File: src/rtl/relax_pkg.sv
// relax_pkg: shared types and constants for the rope-relaxation frame sequencer.
//   state_e     - sequencer states (IDLE, SWEEP, EXCHANGE, DONE)
//   ITER_W      - width of the completed-sweep counter
//   PHASE_RESET - fill value of the phase vector when cleared or reset
//   slots(n)    - phase vector width for n nodes per core (two slots per node)
package relax_pkg;

  typedef enum logic [1:0] {
    IDLE     = 2'd0,
    SWEEP    = 2'd1,
    EXCHANGE = 2'd2,
    DONE     = 2'd3
  } state_e;

  localparam int   ITER_W      = 8;
  localparam logic PHASE_RESET = 1'b0;

  // Each node owns two control slots per sweep, so the ring is twice as wide as the node count.
  function automatic int slots(input int n);
    return 2 * n;
  endfunction

endpackage

File: src/rtl/relax_scheduler_phase_ring.sv
// phase_ring: SLOTS-wide one-hot rotator shared by every core so that all
// cores step the same node slot in lockstep.
//   clk, reset  - clock, synchronous active-low reset (clears the ring)
//   load        - restart the ring at slot 0
//   clear       - empty the ring (no slot selected); wins over load/advance
//   advance     - rotate left by one slot
//   phase       - registered one-hot slot select
//   last_slot   - high while the final slot is selected
module phase_ring
  import relax_pkg::*;
#(
  parameter int SLOTS = 10
) (
  input  logic             clk,
  input  logic             reset,
  input  logic             load,
  input  logic             clear,
  input  logic             advance,
  output logic [SLOTS-1:0] phase,
  output logic             last_slot
);

  localparam logic [SLOTS-1:0] FIRST_SLOT = {{(SLOTS-1){1'b0}}, 1'b1};

  logic [SLOTS-1:0] phase_r;

  // Ring register: clear beats load beats advance; otherwise the selected slot holds.
  always_ff @(posedge clk) begin
    if (!reset) begin
      phase_r <= {SLOTS{PHASE_RESET}};
    end else if (clear) begin
      phase_r <= {SLOTS{PHASE_RESET}};
    end else if (load) begin
      phase_r <= FIRST_SLOT;
    end else if (advance) begin
      phase_r <= {phase_r[SLOTS-2:0], phase_r[SLOTS-1]};
    end else begin
      phase_r <= phase_r;
    end
  end

  assign phase     = phase_r;
  assign last_slot = phase_r[SLOTS-1];

endmodule

File: src/rtl/relax_scheduler.sv
// relax_scheduler: frame-level sequencer for the rope-relaxation core chain.
// On an accepted start it freezes the mouse position, runs ITERS sweeps of
// SLOTS one-hot phase slots, follows each sweep with a one-cycle boundary
// exchange slot, then pulses frame_done. All outputs are registered.
//   clk, reset           - clock, synchronous active-low reset
//   start                - frame request, honoured only in IDLE
//   abort                - cancel the frame (SWEEP/EXCHANGE only)
//   hold                 - stall the sweep for one cycle per asserted edge
//   x/y_mouse_in         - live mouse position
//   x/y_mouse_out        - mouse position captured at frame start
//   core_en              - per-core step enable
//   phase                - one-hot slot select shared by all cores
//   boundary_latch       - neighbour end-node exchange strobe
//   iter_count           - sweeps completed in the current frame
//   busy                 - frame in progress
//   frame_done           - one-cycle completion pulse
module relax_scheduler
  import relax_pkg::*;
#(
  parameter  int NUM_CORES      = 4,
  parameter  int NODES_PER_CORE = 5,
  parameter  int ITERS          = 4,
  localparam int SLOTS          = slots(NODES_PER_CORE)
) (
  input  logic                 clk,
  input  logic                 reset,
  input  logic                 start,
  input  logic                 abort,
  input  logic                 hold,
  input  logic [31:0]          x_mouse_in,
  input  logic [31:0]          y_mouse_in,
  output logic [31:0]          x_mouse_out,
  output logic [31:0]          y_mouse_out,
  output logic [NUM_CORES-1:0] core_en,
  output logic [SLOTS-1:0]     phase,
  output logic                 boundary_latch,
  output logic [ITER_W-1:0]    iter_count,
  output logic                 busy,
  output logic                 frame_done
);

  localparam logic [ITER_W-1:0] ITERS_C = ITER_W'(ITERS);

  state_e                 state_r, state_nxt_s;
  logic [NUM_CORES-1:0]   core_en_r, core_en_nxt_s;
  logic                   boundary_r, boundary_nxt_s;
  logic                   frame_done_r, frame_done_nxt_s;
  logic                   busy_r, busy_nxt_s;
  logic [ITER_W-1:0]      iter_r, iter_nxt_s, iter_inc_s;
  logic [31:0]            x_mouse_r, y_mouse_r;
  logic                   mouse_load_s;
  logic                   ring_load_s, ring_clear_s, ring_adv_s;
  logic                   last_slot_s;

  assign iter_inc_s = iter_r + {{(ITER_W-1){1'b0}}, 1'b1};

  phase_ring #(
    .SLOTS(SLOTS)
  ) u_phase_ring (
    .clk      (clk),
    .reset    (reset),
    .load     (ring_load_s),
    .clear    (ring_clear_s),
    .advance  (ring_adv_s),
    .phase    (phase),
    .last_slot(last_slot_s)
  );

  // State and output registers.
  always_ff @(posedge clk) begin
    if (!reset) begin
      state_r      <= IDLE;
      core_en_r    <= {NUM_CORES{1'b0}};
      boundary_r   <= 1'b0;
      frame_done_r <= 1'b0;
      busy_r       <= 1'b0;
      iter_r       <= {ITER_W{1'b0}};
      x_mouse_r    <= 32'd0;
      y_mouse_r    <= 32'd0;
    end else begin
      state_r      <= state_nxt_s;
      core_en_r    <= core_en_nxt_s;
      boundary_r   <= boundary_nxt_s;
      frame_done_r <= frame_done_nxt_s;
      busy_r       <= busy_nxt_s;
      iter_r       <= iter_nxt_s;
      if (mouse_load_s) begin
        x_mouse_r <= x_mouse_in;
        y_mouse_r <= y_mouse_in;
      end else begin
        x_mouse_r <= x_mouse_r;
        y_mouse_r <= y_mouse_r;
      end
    end
  end

  // Next-state logic; abort outranks hold, EXCHANGE and DONE last exactly one cycle.
  always_comb begin
    state_nxt_s = state_r;
    case (state_r)
      IDLE: begin
        if (start) state_nxt_s = SWEEP;
        else       state_nxt_s = IDLE;
      end
      SWEEP: begin
        if (abort)                    state_nxt_s = IDLE;
        else if (!hold && last_slot_s) state_nxt_s = EXCHANGE;
        else                          state_nxt_s = SWEEP;
      end
      EXCHANGE: begin
        if (abort)                     state_nxt_s = IDLE;
        else if (iter_inc_s == ITERS_C) state_nxt_s = DONE;
        else                           state_nxt_s = SWEEP;
      end
      DONE:    state_nxt_s = IDLE;
      default: state_nxt_s = IDLE;
    endcase
  end

  // Next output values and phase ring controls for the coming cycle.
  always_comb begin
    ring_load_s  = 1'b0;
    ring_clear_s = 1'b0;
    ring_adv_s   = 1'b0;
    mouse_load_s = 1'b0;
    iter_nxt_s   = iter_r;
    case (state_r)
      IDLE: begin
        if (start) begin
          ring_load_s  = 1'b1;
          mouse_load_s = 1'b1;
          iter_nxt_s   = {ITER_W{1'b0}};
        end else begin
          ring_clear_s = 1'b1;
        end
      end
      SWEEP: begin
        if (abort) begin
          ring_clear_s = 1'b1;
        end else if (hold) begin
          ring_adv_s = 1'b0;
        end else if (last_slot_s) begin
          ring_clear_s = 1'b1;
        end else begin
          ring_adv_s = 1'b1;
        end
      end
      EXCHANGE: begin
        // An aborted exchange does not count as a completed sweep.
        if (abort) begin
          ring_clear_s = 1'b1;
        end else begin
          iter_nxt_s = iter_inc_s;
          if (iter_inc_s == ITERS_C) ring_clear_s = 1'b1;
          else                       ring_load_s  = 1'b1;
        end
      end
      DONE:    ring_clear_s = 1'b1;
      default: ring_clear_s = 1'b1;
    endcase

    // A held sweep edge idles the cores for the following cycle.
    if (state_nxt_s == SWEEP && !(state_r == SWEEP && hold)) begin
      core_en_nxt_s = {NUM_CORES{1'b1}};
    end else begin
      core_en_nxt_s = {NUM_CORES{1'b0}};
    end
    boundary_nxt_s   = (state_nxt_s == EXCHANGE);
    frame_done_nxt_s = (state_nxt_s == DONE);
    busy_nxt_s       = (state_nxt_s != IDLE);
  end

  assign x_mouse_out    = x_mouse_r;
  assign y_mouse_out    = y_mouse_r;
  assign core_en        = core_en_r;
  assign boundary_latch = boundary_r;
  assign iter_count     = iter_r;
  assign busy           = busy_r;
  assign frame_done     = frame_done_r;

endmodule

File: config.mk
export PLATFORM = sky130hd
export DESIGN_NAME = relax_scheduler
export DESIGN_NICKNAME = d
export VERILOG_FILES = /design/src/rtl/relax_pkg.sv /design/src/rtl/relax_scheduler_phase_ring.sv /design/src/rtl/relax_scheduler.sv
export SDC_FILE = /design/constraint.sdc
export NUM_CORES = 1
export LEC_CHECK = 0
export ABC_CLOCK_PERIOD_IN_PS = 4100
export CELL_PAD_IN_SITES_DETAIL_PLACEMENT = 1
export CELL_PAD_IN_SITES_GLOBAL_PLACEMENT = 1
export CORE_MARGIN = 5
export CORE_UTILIZATION = 32
export CTS_CLUSTER_SIZE = 30
export DETAILED_ROUTE_END_ITERATION = 10
export GPL_TIMING_DRIVEN = 0
export PLACE_DENSITY = 0.84
export SYNTH_ARGS = -nofsm -noshare
export SYNTH_HDL_FRONTEND = slang
export SYNTH_SLANG_ARGS = --single-unit
File: constraint.sdc
create_clock -name clk -period 4.1 [get_ports clk]
set_input_delay 1.23 -clock clk [delete_from_list [all_inputs] [get_ports clk]]
set_output_delay 1.23 -clock clk [all_outputs]
set_load 0.02 [all_outputs]
# Yosys cells after proc, flatten, opt, wreduce, memory -nomap -nowiden

Cells that the tools add are included.
W data, S select, Z words.

Bits in registers: 91
Bits of input ports: 69
Output and inout port bits: 89

Reduce and logical (&&, ||, !) cells: 12
Equal/unequal tests: 9
Add/sub/neg operators: 1
Multiplexer cells: 28
Bitwise operators: 1

Operator list:

| kind                  | count |
|---|---|
| $mux W1               | 17 |
| $mux W8               | 2 |
| $pmux W8 S2           | 1 |
| $add A8 B1 Y8 const B | 1 |
| $eq A2 B2 Y1 const B  | 4 |
| $eq A8 B3 Y1 const B  | 1 |
| $mux W2               | 4 |
| $pmux W2 S4           | 1 |
| $reduce_bool A2 Y1    | 3 |
| $eq A2 B1 Y1 const B  | 2 |
| $mux W4               | 1 |
| $ne A2 B2 Y1 const B  | 2 |
| $pmux W1 S4           | 1 |
| $logic_and A1 B1 Y1   | 3 |
| $reduce_and A3 Y1     | 1 |
| $reduce_or A3 Y1      | 1 |
| $logic_not A1 Y1      | 2 |
| $logic_not A2 Y1      | 1 |
| $pmux W1 S2           | 1 |
| $reduce_or A2 Y1      | 1 |
| $not A1 Y1            | 1 |

# Longest topological paths before layout

Depth in word-level cells: 8
Mapped depth: 8
Mapped depth without buffers: 6

# Hierarchy

A second synthesis with hierarchy kept.

Cells, all modules: 418
Area total of the unflattened synthesis: 3570.9 um^2

Modules (own cells, without submodules):

| module          | cells each | instances | area each (um^2) | sequential area each (um^2) |
|---|---|---|---|---|
| relax_scheduler | 382        | 1         | 3186.8           | 1561.5 |
| phase_ring      | 36         | 1         | 384.1            | 200.2 |

# Least setup slack after synthesis

No wires, ideal clock.

Kind: input-to-reg
Start: in abort
End: reg core_en_r[2], in the netlist core_en[2]
Setup time: 118 ps
Arrival time: 2147 ps
Data required time: 3982 ps
Cell stages on the path: 5
Path buffers: 1
Setup slack: 1835 ps
Cell sequence: nand2b_1 -> buf_6 -> o41ai_4 -> o21ai_1 -> o2111a_1

Cells in the longest elaborated chain, start to end: 5
Elaborated cells on any way between the ends: 6
Classes of those cells: 1 x eq/ne; 4 x mux; 1 x reduce/logical

Ends and longest elaborated chain:

| item                              | line                                           | text |
|---|---|---|
| from (decl)                       | relax_scheduler.sv:28                          | `input logic abort,` |
| $mux W2, on equally long branches | relax_scheduler.sv:111, relax_scheduler.sv:106 |  |
| $pmux W2 S4 *                     | relax_scheduler.sv:100                         | `case (state_r)` |
| $eq A2 B1 Y1 *                    | relax_scheduler.sv:163                         | `if (state_nxt_s == SWEEP && !(state_r == SWEEP && hold)) begin` |
| $logic_and A1 B1 Y1 *             | relax_scheduler.sv:163                         |  |
| $mux W4 *                         | relax_scheduler.sv:163                         |  |
| to (signal assigned)              | relax_scheduler.sv:73                          | `core_en_r <= {NUM_CORES{1'b0}};` |
| to (signal assigned)              | relax_scheduler.sv:82                          | `core_en_r <= core_en_nxt_s;` |
| to (decl)                         | relax_scheduler.sv:45                          | `logic [NUM_CORES-1:0] core_en_r, core_en_nxt_s;` |

Mark *: on every way between the ends. The rest lies on a longest branch, timed or not.
A chain may end at the register's enable or synchronous reset.

# Worst setup path after layout

Start: reg iter_r[4], in the netlist iter_count[4]
End: out iter_count[4]

RTL lines:

| item                   | line                  | text |
|---|---|---|
| from (decl)            | relax_scheduler.sv:49 | `logic [ITER_W-1:0] iter_r, iter_nxt_s, iter_inc_s;` |
| from (signal assigned) | relax_scheduler.sv:77 | `iter_r <= {ITER_W{1'b0}};` |
| from (signal assigned) | relax_scheduler.sv:86 | `iter_r <= iter_nxt_s;` |
| to (decl)              | relax_scheduler.sv:37 | `output logic [ITER_W-1:0] iter_count,` |

No word-level cell between the ends.

==> impl_metrics.prom <==
# TYPE chip_impl_metric gauge
chip_impl_metric{name="synth_sequential_area_ratio",unit="%"} 48.4
chip_impl_info{name="yosys.area.top_type",value="sky130_fd_sc_hd__dfxtp_1"} 1
chip_impl_metric{name="placementRows",unit=""} 39
chip_impl_metric{name="critical_path_buf_inv_count",unit=""} 1
chip_impl_metric{name="finish.instance_area",unit="sq mm"} 0.00576
chip_impl_metric{name="ctsHoldBuffers",unit=""} 0
chip_impl_info{name="run_status",value="complete, no violations"} 1
chip_impl_metric{name="cp_data_arrival_time",unit="ps"} 1520
chip_impl_info{name="rsz_0062_raised_after_global_routing",value="false"} 1
chip_impl_metric{name="synth_edf_count",unit=""} 0
chip_impl_metric{name="diodes",unit=""} 0
chip_impl_metric{name="synthDistinctLibCells",unit=""} 49
chip_impl_metric{name="synth.net_count",unit=""} 490
chip_impl_metric{name="initialDrtViolationCount",unit=""} 161
chip_impl_metric{name="die_height",unit="um"} 117
chip_impl_metric{name="synth_area",unit="sq mm"} 0.00364
chip_impl_metric{name="routed-via-count",unit=""} 3478
chip_impl_metric{name="pin_count",unit=""} 158
chip_impl_metric{name="place.port_buffers",unit=""} 157
chip_impl_metric{name="power_per_cell_area",unit="mW/mm^2"} 390
chip_impl_metric{name="final-setup-viol-count",unit=""} 0
chip_impl_info{name="slowest_stage",value="sky130_fd_sc_hd__clkdlybuf4s50_1"} 1
chip_impl_metric{name="ys.warnings.count",unit=""} 0
chip_impl_metric{name="hold-worst-slack",unit="ps"} 461
chip_impl_metric{name="vias_in_the_first_global_route",unit=""} 3702
chip_impl_metric{name="postRouteAntennaNets",unit=""} 0
chip_impl_metric{name="holdPathStages",unit=""} 2
chip_impl_metric{name="worst_skew_pair.late_latency",unit="ps"} 340
chip_impl_metric{name="core_area",unit="sq mm"} 0.0113
chip_impl_metric{name="worstMarginPinSlew",unit="ps"} 544
chip_impl_metric{name="vdd_ir_drop_max",unit="uV"} 178
chip_impl_info{name="source_of_the_critical_timing_path",value="iter_count[4]"} 1
chip_impl_metric{name="period_minus_slack",unit="ps"} 2750
chip_impl_info{name="path_class",value="reg2out"} 1
chip_impl_metric{name="global_route.overflow_total",unit=""} 0
chip_impl_metric{name="wl",unit="um"} 11700
chip_impl_metric{name="weighted_congestion_at_the_end_of_routability_driven_global_placement",unit=""} 0.780
chip_impl_info{name="synth-main-ff-cell",value="sky130_fd_sc_hd__dfxtp_1"} 1
chip_impl_metric{name="post-route-worst-setup-slack",unit="ps"} 1350
chip_impl_metric{name="cts.htree.levels",unit=""} 3
chip_impl_info{name="worstSetupStartpointType",value="flip-flop"} 1
chip_impl_metric{name="design.die.area",unit="sq mm"} 0.0136
chip_impl_metric{name="cts_buffer_depth",unit=""} 2
chip_impl_metric{name="global_route.usage.total",unit="%"} 16.9
chip_impl_metric{name="crit_required",unit="ps"} 2870
chip_impl_metric{name="reg2reg_depth",unit=""} 8
chip_impl_info{name="type_of_the_tightest_min_delay_check",value="reg2reg"} 1
chip_impl_info{name="hold_crit_start",value="y_mouse_out[4]"} 1
chip_impl_metric{name="p_leak",unit="uW"} 0.00215
chip_impl_info{name="mostFrequentLayoutCells",value="sky130_fd_sc_hd__clkdlybuf4s50_1, sky130_fd_sc_hd__nand2_1, sky130_fd_sc_hd__dfxtp_1"} 1
chip_impl_metric{name="detail_route.drc_violations",unit=""} 0
chip_impl_metric{name="cts.reportedPaths.clkPinSlew",unit="ps"} 60
chip_impl_metric{name="wl_per_cell",unit="um"} 16.1
chip_impl_metric{name="timing_hold_violations_final",unit=""} 0
chip_impl_info{name="ctsRootBufferMaster",value="sky130_fd_sc_hd__clkbuf_16"} 1
chip_impl_metric{name="fmax",unit="GHz"} 0.364
chip_impl_metric{name="drt_pre_antenna_iters",unit=""} 4
chip_impl_metric{name="viasPerCell",unit=""} 4.76
chip_impl_metric{name="fp.dieW",unit="um"} 117
chip_impl_metric{name="layout.nets",unit=""} 658
chip_impl_metric{name="critical_path.max_fanout",unit=""} 9
chip_impl_metric{name="cpPeakStageDelay",unit="ps"} 690
chip_impl_metric{name="critical_path_depth_in_cells",unit=""} 1
chip_impl_info{name="worstReg2RegStart",value="state_r[0]"} 1
chip_impl_info{name="crit_family",value="buffers and inverters"} 1
chip_impl_info{name="final_common_cell",value="sky130_fd_sc_hd__clkdlybuf4s50_1"} 1
chip_impl_metric{name="post_cts_resize_count",unit=""} 0
chip_impl_metric{name="initial_utilization",unit="%"} 32.3
chip_impl_info{name="tritoncts",value="built"} 1
chip_impl_metric{name="preCtsSetupSlack",unit="ps"} 1030
chip_impl_metric{name="area_delta_synth_final",unit="%"} 58.3
chip_impl_metric{name="syn-instance-count",unit=""} 415
chip_impl_info{name="cp-end-kind",value="output port"} 1
chip_impl_metric{name="finalCritPeriodShare",unit="%"} 67.1
chip_impl_metric{name="setup_total_negative_slack",unit="ps"} 0
chip_impl_metric{name="maxSlewViolCount",unit=""} 0
chip_impl_metric{name="clock-skew-final",unit="ps"} 6.56
chip_impl_metric{name="synth_top_cell_area_share",unit="%"} 48.4
chip_impl_metric{name="slew_margin_rel",unit="%"} 63.4
chip_impl_metric{name="cts-buffers-inserted",unit=""} 9
chip_impl_metric{name="grt_first_pass_wirelength",unit="um"} 18100
chip_impl_metric{name="postCtsSetupBuffers",unit=""} 0
chip_impl_metric{name="max-cap-violations",unit=""} 0
chip_impl_metric{name="synthArstFlopShare",unit="%"} 0
chip_impl_metric{name="drive_above_1_share",unit="%"} 6.29
chip_impl_info{name="cells_traversed_along_the_worst_timing_path",value="clkdlybuf4s50_1"} 1
chip_impl_metric{name="final.fill_count",unit=""} 1307
chip_impl_metric{name="grt_antenna_before_repair",unit=""} 0
chip_impl_metric{name="place.detailed.hpwl",unit="um"} 8960
chip_impl_info{name="synth.area.top_cells",value="sky130_fd_sc_hd__dfxtp_1, sky130_fd_sc_hd__a21boi_0, sky130_fd_sc_hd__nand2_1, sky130_fd_sc_hd__mux2i_1, sky130_fd_sc_hd__ha_1"} 1
chip_impl_metric{name="cell_area_placed",unit="sq mm"} 0.00539
chip_impl_metric{name="grt_start_max_net_pins",unit=""} 15
chip_impl_metric{name="numClockSinks",unit=""} 88
chip_impl_metric{name="syn-mean-instance-area",unit="sq um"} 8.77
chip_impl_metric{name="synthesized_flop_and_latch_total",unit=""} 88
==> report_power, final <==
| group | total [uW] | switching, uW | internal (uW) |
|---|---|---|---|
| sequential | 916 | 21.1 | 895 |
| combinational | 327 | 159 | 168 |
| clock | 1010 | 332 | 674 |
==> per-stage QoR <==
stage / util (%) / power, uW / cells
floorplan: - / 1080 / 415
global placement: 47.8 / 1250 / 715
detailed placement: 47.8 / 1270 / 715
CTS: 51.1 / 2280 / 731
global route: 51.1 / 2340 / 731
finish: 51.1 / 2250 / 731
==> metal layers <==
layer / routed length (um) / global-route usage (%) / part of all wire (%) / vias to the layer above
li1: - / - / - / 1725
met1: 5000 / 20.1 / 43 / 1626
met2: 5730 / 29.7 / 49 / 114
met3: 859 / 4.20 / 7.3 / 13
met4: 148 / 5.66 / 1.3 / 0
met5: 0 / 0 / 0 / -
==> registers in the layout, indices dropped and copies added (netlist names) <==
register / cells
state_r: 2
x_mouse_out: 32
frame_done: 1
u_phase_ring.phase: 10
core_en: 1
iter_count: 8
boundary_latch: 1
busy: 1
y_mouse_out: 32
==> kinds of logic (layout without fill, tap and decap cells) <==
kind of cell    after synthesis  count (layout)  share of synthesized area [%]
compound gates               95              95                           20.3
xor+xnor                      1               1                          0.241
fa+ha+maj                     6               6                           2.06
buf+inv                      33             206                           4.37
flops                        88              88                           48.4
mux                           8               8                           2.20
simple gates                184             184                           22.4
==> cell usage after synthesis (all sizes together) (2+ instances only) <==
cell	count
buf	18
o211ai	3
clkbuf	11
nand2	134
inv	4
nor2b	5
nor3	16
a21boi	67
nand2b	4
nor2	8
nand3	5
dfxtp	88
a21oi	5
o211a	3
ha	6
o21ai	5
mux2i	8
and2	2
==> final timing paths <==
path / to / slack [ps]
setup / recovery: iter_count[4] / 1350
setup reg to reg: x_mouse_out[22] / 2140
hold / removal: y_mouse_out[4] / 460
hold reg to reg: y_mouse_out[4] / 460
==> area by class of cell <==
| type | instances | area (sq um) | area share (%) |
|---|---|---|---|
| clock inverters | 5 | 128 | 2.22 |
| multi-input cells | 294 | 1720 | 29.8 |
| clock buffers | 11 | 243 | 4.21 |
| repair buffers | 157 | 1570 | 27.3 |
| inverters | 4 | 15.0 | 0.261 |
| flip-flops and latches | 88 | 1760 | 30.6 |
| plain buffers | 29 | 144 | 2.50 |
| well taps | 143 | 179 | 3.11 |
Note: power is estimated with default switching activity, not from simulation.
==> RTL edit 1 (same settings) <==
Reset style: asynchronous (`reset`), changed in 2 clocked blocks. Comments in the files are not updated.
--- a/src/rtl/relax_scheduler_phase_ring.sv
+++ b/src/rtl/relax_scheduler_phase_ring.sv
@@ -25,7 +25,7 @@
   logic [SLOTS-1:0] phase_r;
 
   // Ring register: clear beats load beats advance; otherwise the selected slot holds.
-  always_ff @(posedge clk) begin
+  always_ff @(posedge clk or negedge reset) begin
     if (!reset) begin
       phase_r <= {SLOTS{PHASE_RESET}};
     end else if (clear) begin
--- a/src/rtl/relax_scheduler.sv
+++ b/src/rtl/relax_scheduler.sv
@@ -67,7 +67,7 @@
   );
 
   // State and output registers.
-  always_ff @(posedge clk) begin
+  always_ff @(posedge clk or negedge reset) begin
     if (!reset) begin
       state_r      <= IDLE;
       core_en_r    <= {NUM_CORES{1'b0}};
Function: differs if reset is asserted again (counterexample within 4 cycles, from zero or initial values and one cycle with reset low); with reset held inactive, the same outputs for 10 cycles.
==> RTL edit 1 against the original RTL <==
  * Setup slack improved by 73 ps
  * Sequential cell count unchanged
  * Area after synthesis decreased by 0.48%
  * Final area about the same
  * Critical path depth increased by 4
  * Via count decreased by 23%
  * Core utilization increased by 1.3 points
  * Critical endpoint is now u_phase_ring.phase[6]$_DFFE_PN0P_
  * Wire length decreased by 13%
Power is not compared: it rests on default switching activity, and its combinational part moved more than twofold at a synthesized area within 25%.
==> RTL edit 1: results (changes against the original RTL) <==
[layout]
nFlopsAndLatches=88  ; unchanged
clkCellAreaFrac=0.0643  ; about the same
multi_input_area_share=0.228  ; was 0.298
n_all_inverters=6  ; was 4
final-seq-area_um2=2200  ; was 1760 um2
n_fill_cell=1127  ; was 1307
finalNonFillerCells=578  ; was 731
multi_input_cells=158  ; was 294
buffer_area_frac=0.291  ; was 0.298
layout-drive-gt1-share=0.233  ; was 0.0629
num-nonclk-buffers=170  ; was 186

[place]
placed_cells=562  ; was 715
hpwl_mm=7.99  ; was 8.96 mm
pre_cts_ws_ps=1100  ; was 1030 ps
place_area_um2=5390  ; about the same

[setup_path]
r2r-start=state_r[0]$_DFF_PN0_  ; was state_r[0]$_SDFF_PN0_
max_stage_delay_ps=650  ; was 690 ps
arrival_ps=2930  ; was 1520 ps
reg2regPathDepth=6  ; was 8
critPathTopFamily=simple AND/OR/NAND/NOR gates  ; was buffers and inverters

[grt]
gr-usage-met1=0.159  ; was 0.201
grt_start_max_net_pins=51  ; was 15
grt_pass1_wl_mm=16.0  ; was 18.1 mm
grt_util_met2=0.283  ; was 0.297
grt_pass1_vias=3023  ; was 3702

[drt]
met3_length_um=855  ; was 859 um
wl_met1_mm=3.55  ; was 5.00 mm
routed_via_density=4.65  ; was 4.76

[synthesis]
yosys-top-cells-count=dfrtp_1 (88), mux2_2 (64), nand2_1 (22)  ; was nand2_1 (134), dfxtp_1 (88), a21boi_0 (67)
ys_seq_area_frac=0.608  ; was 0.484
synth_area_leaders=dfrtp_1 (61%), mux2_2 (20%), nand2_1 (2.3%)  ; was dfxtp_1 (48%), a21boi_0 (14%), nand2_1 (14%)
synth.net_count=338  ; was 490
synth_cell_types=40  ; was 49
synth-async-reset-ratio=1.00  ; was 0

[sta]
tightest_slew_ps=844  ; was 544 ps
finClkSkew_ps=6.35  ; was 6.56 ps

[floorplanning]
dieArea_um2=13500  ; was 13600 um2

[status]
outcome=complete, no violations  ; unchanged

[min_path]
min_from=x_mouse_out[31]$_DFFE_PN0P_  ; was y_mouse_out[4]$_SDFFE_PN0P_

==> RTL edit 1: path summary, 6_finish.rpt <==
kind	slack, ps	endpoint
max	1420	u_phase_ring.phase[6]$_DFFE_PN0P_
max in group asynchronous	2540	y_mouse_out[11]$_DFFE_PN0P_
min in group asynchronous	920	iter_count[0]$_DFFE_PN0P_
min	500	x_mouse_out[31]$_DFFE_PN0P_
max reg2reg	2210	iter_count[2]$_DFFE_PN0P_
min reg2reg	500	x_mouse_out[31]$_DFFE_PN0P_
==> RTL edit 1: logic make-up after synthesis <==
| family | Yosys count | share of synthesized area |
|---|---|---|
| multiplexers | 65 | 0.202 |
| adder cells (fa/ha/maj) | 5 | 0.0173 |
| XOR/XNOR | 1 | 0.00242 |
| flip-flops | 88 | 0.608 |
| AND/OR/NAND/NOR | 57 | 0.0857 |
| AO/OA/AOI/OAI | 30 | 0.0549 |
| buffers and inverters | 18 | 0.0297 |
==> RTL edit 2 (config.mk and constraints unchanged) <==
Made on the original files. `NUM_CORES`: 4 -> 2.
--- a/src/rtl/relax_scheduler.sv
+++ b/src/rtl/relax_scheduler.sv
@@ -17,7 +17,7 @@
 module relax_scheduler
   import relax_pkg::*;
 #(
-  parameter  int NUM_CORES      = 4,
+  parameter  int NUM_CORES      = 2,
   parameter  int NODES_PER_CORE = 5,
   parameter  int ITERS          = 4,
   localparam int SLOTS          = slots(NODES_PER_CORE)
Ports: changed (resized core_en); port bits go from 158 to 156. No check against the original RTL was run, so the function may have changed too.
==> RTL edit 2 against the original RTL <==
  * First-iteration DRC count fell by 45%
  * Area after synthesis down 2.3%
  * Wire length down 2.3%
  * Final area shrank 4.9%
  * Synthesized cell count grew 2.2%
  * Largest cell class unchanged
  * Largest power group is now sequential cells
  * Clock skew increased by 4.1 ps
  * Total power is 17% lower
  * Setup slack got worse by 110 ps
  * Sequential cell count stayed put
  * Core utilization is 0.55 points lower
  * Non-clock buffer count decreased by 1
==> RTL edit 2: results (changes against the original RTL) <==
[clock_network]
clkLatencyLatePin_ps=370  ; was 340 ps
htreeDepth=3  ; unchanged
root_buffer=clkbuf_8  ; was clkbuf_16
clk_pin_slew_ps=90  ; was 60 ps

[place]
hpwl_mm=8.81  ; was 8.96 mm
port_buffers=154  ; was 157
place_area_um2=5270  ; was 5390 um2

[grt]
grt_pass1_wl_mm=18.3  ; was 18.1 mm
grt_pass1_vias=3804  ; was 3702
track_usage=0.174  ; was 0.169

[setup_path]
arrival_ps=1630  ; was 1520 ps
r2r_end=y_mouse_out[2]$_SDFFE_PN0P_  ; was x_mouse_out[22]$_SDFFE_PN0P_
max_stage_delay_ps=590  ; was 690 ps
path_max_fanout=8  ; was 9
endpoint=phase[9]  ; was iter_count[4]
crit_start=u_phase_ring.phase[9]$_SDFFE_PP0P_  ; was iter_count[4]$_SDFFE_PN0P_

[status]
outcome=complete, no violations  ; unchanged

[sta]
tightest_slew_ps=577  ; was 544 ps
finClkSkew_ps=10.6  ; was 6.56 ps

[layout]
nets=663  ; was 658
layout-drive-gt1-share=0.0606  ; was 0.0629

[synthesis]
synthXorXnorAreaFrac=0  ; was 0.00241
ys_seq_area_frac=0.496  ; was 0.484
yosys-top-cells-count=nand2_1 (155), dfxtp_1 (88), a21boi_0 (65)  ; was nand2_1 (134), dfxtp_1 (88), a21boi_0 (67)
synth_fa_ha_area_frac=0.0176  ; was 0.0206
synth_area_leaders=dfxtp_1 (50%), nand2_1 (16%), a21boi_0 (14%)  ; was dfxtp_1 (48%), a21boi_0 (14%), nand2_1 (14%)
synth_compound_area_frac=0.200  ; was 0.203
synth_cell_types=38  ; was 49

[power]
leakage_nw=1.99  ; was 2.15 nW
max-vdd-ir-drop_mv=0.215  ; was 0.178 mV

[drt]
wl_mm=11.5  ; was 11.7 mm
drt_iter0_markers=88  ; was 161
vias=3462  ; was 3478

[min_path]
min_from=u_phase_ring.phase[2]$_SDFFE_PP0P_  ; was y_mouse_out[4]$_SDFFE_PN0P_
worstHoldEndpoint=u_phase_ring.phase[3]$_SDFFE_PP0P_  ; was y_mouse_out[4]$_SDFFE_PN0P_
worstHoldPathCells=2  ; unchanged

[RTL edit 2: cell types whose count changed after synthesis, sizes merged, moves of 2 or more]
cell,delta
nand2b,+2
nand4b,+2
o21ai,-2
o211a,-3
a21boi,-2
mux2i,-6
a21o,+2
o221ai,+2
a21oi,+9
nor3,-12
nand2,+21
and2,+2
[RTL edit 2: per-layer routing]
layer,track usage,vias to the layer above,part of all wire
li1,-,1723,-
met1,0.181,1619,0.39
met2,0.315,106,0.50
met3,0.0726,14,0.095
met4,0.0603,0,0.015
met5,0,-,0
[RTL edit 2: kinds of logic after synthesis]
| group | after synthesis |
|---|---|
| buffers and inverters | 35 |
| AO/OA/AOI/OAI | 97 |
| flip-flops | 88 |
| AND/OR/NAND/NOR | 197 |
| multiplexers | 2 |
| adder cells (fa/ha/maj) | 5 |
[RTL edit 2: where the power goes]
| group | internal [W] | switching, W | leakage, nW | total [W] |
|---|---|---|---|---|
| Clock | 0.000317 | 0.000316 | 0.107 | 0.000633 |
| Combinational | 0.000162 | 0.000159 | 1.16 | 0.000321 |
| Sequential | 0.000893 | 0.0000199 | 0.720 | 0.000913 |
| Total | 0.00137 | 0.000495 | 1.99 | 0.00187 |
[RTL edit 2: final cells by class]
cell class	count	area, um2
clock inverter	4	52.6
sequential	88	1760
tap	140	175
multi-input combinational	301	1640
timing repair buffer	154	1540
fill	1284	5360
clock buffer	12	155
inverter	4	15.0
buffer	31	140
[RTL edit 2: metrics by stage]
stage          std cells  setup WS [ps]   util
6_report             734           1240  0.505
5_1_grt              734           1190  0.505
4_1_cts              734           1210  0.505
3_5_place_dp         718           1010  0.486
3_3_place_gp         718           1120  0.486
2_1_floorplan        424           1830      -
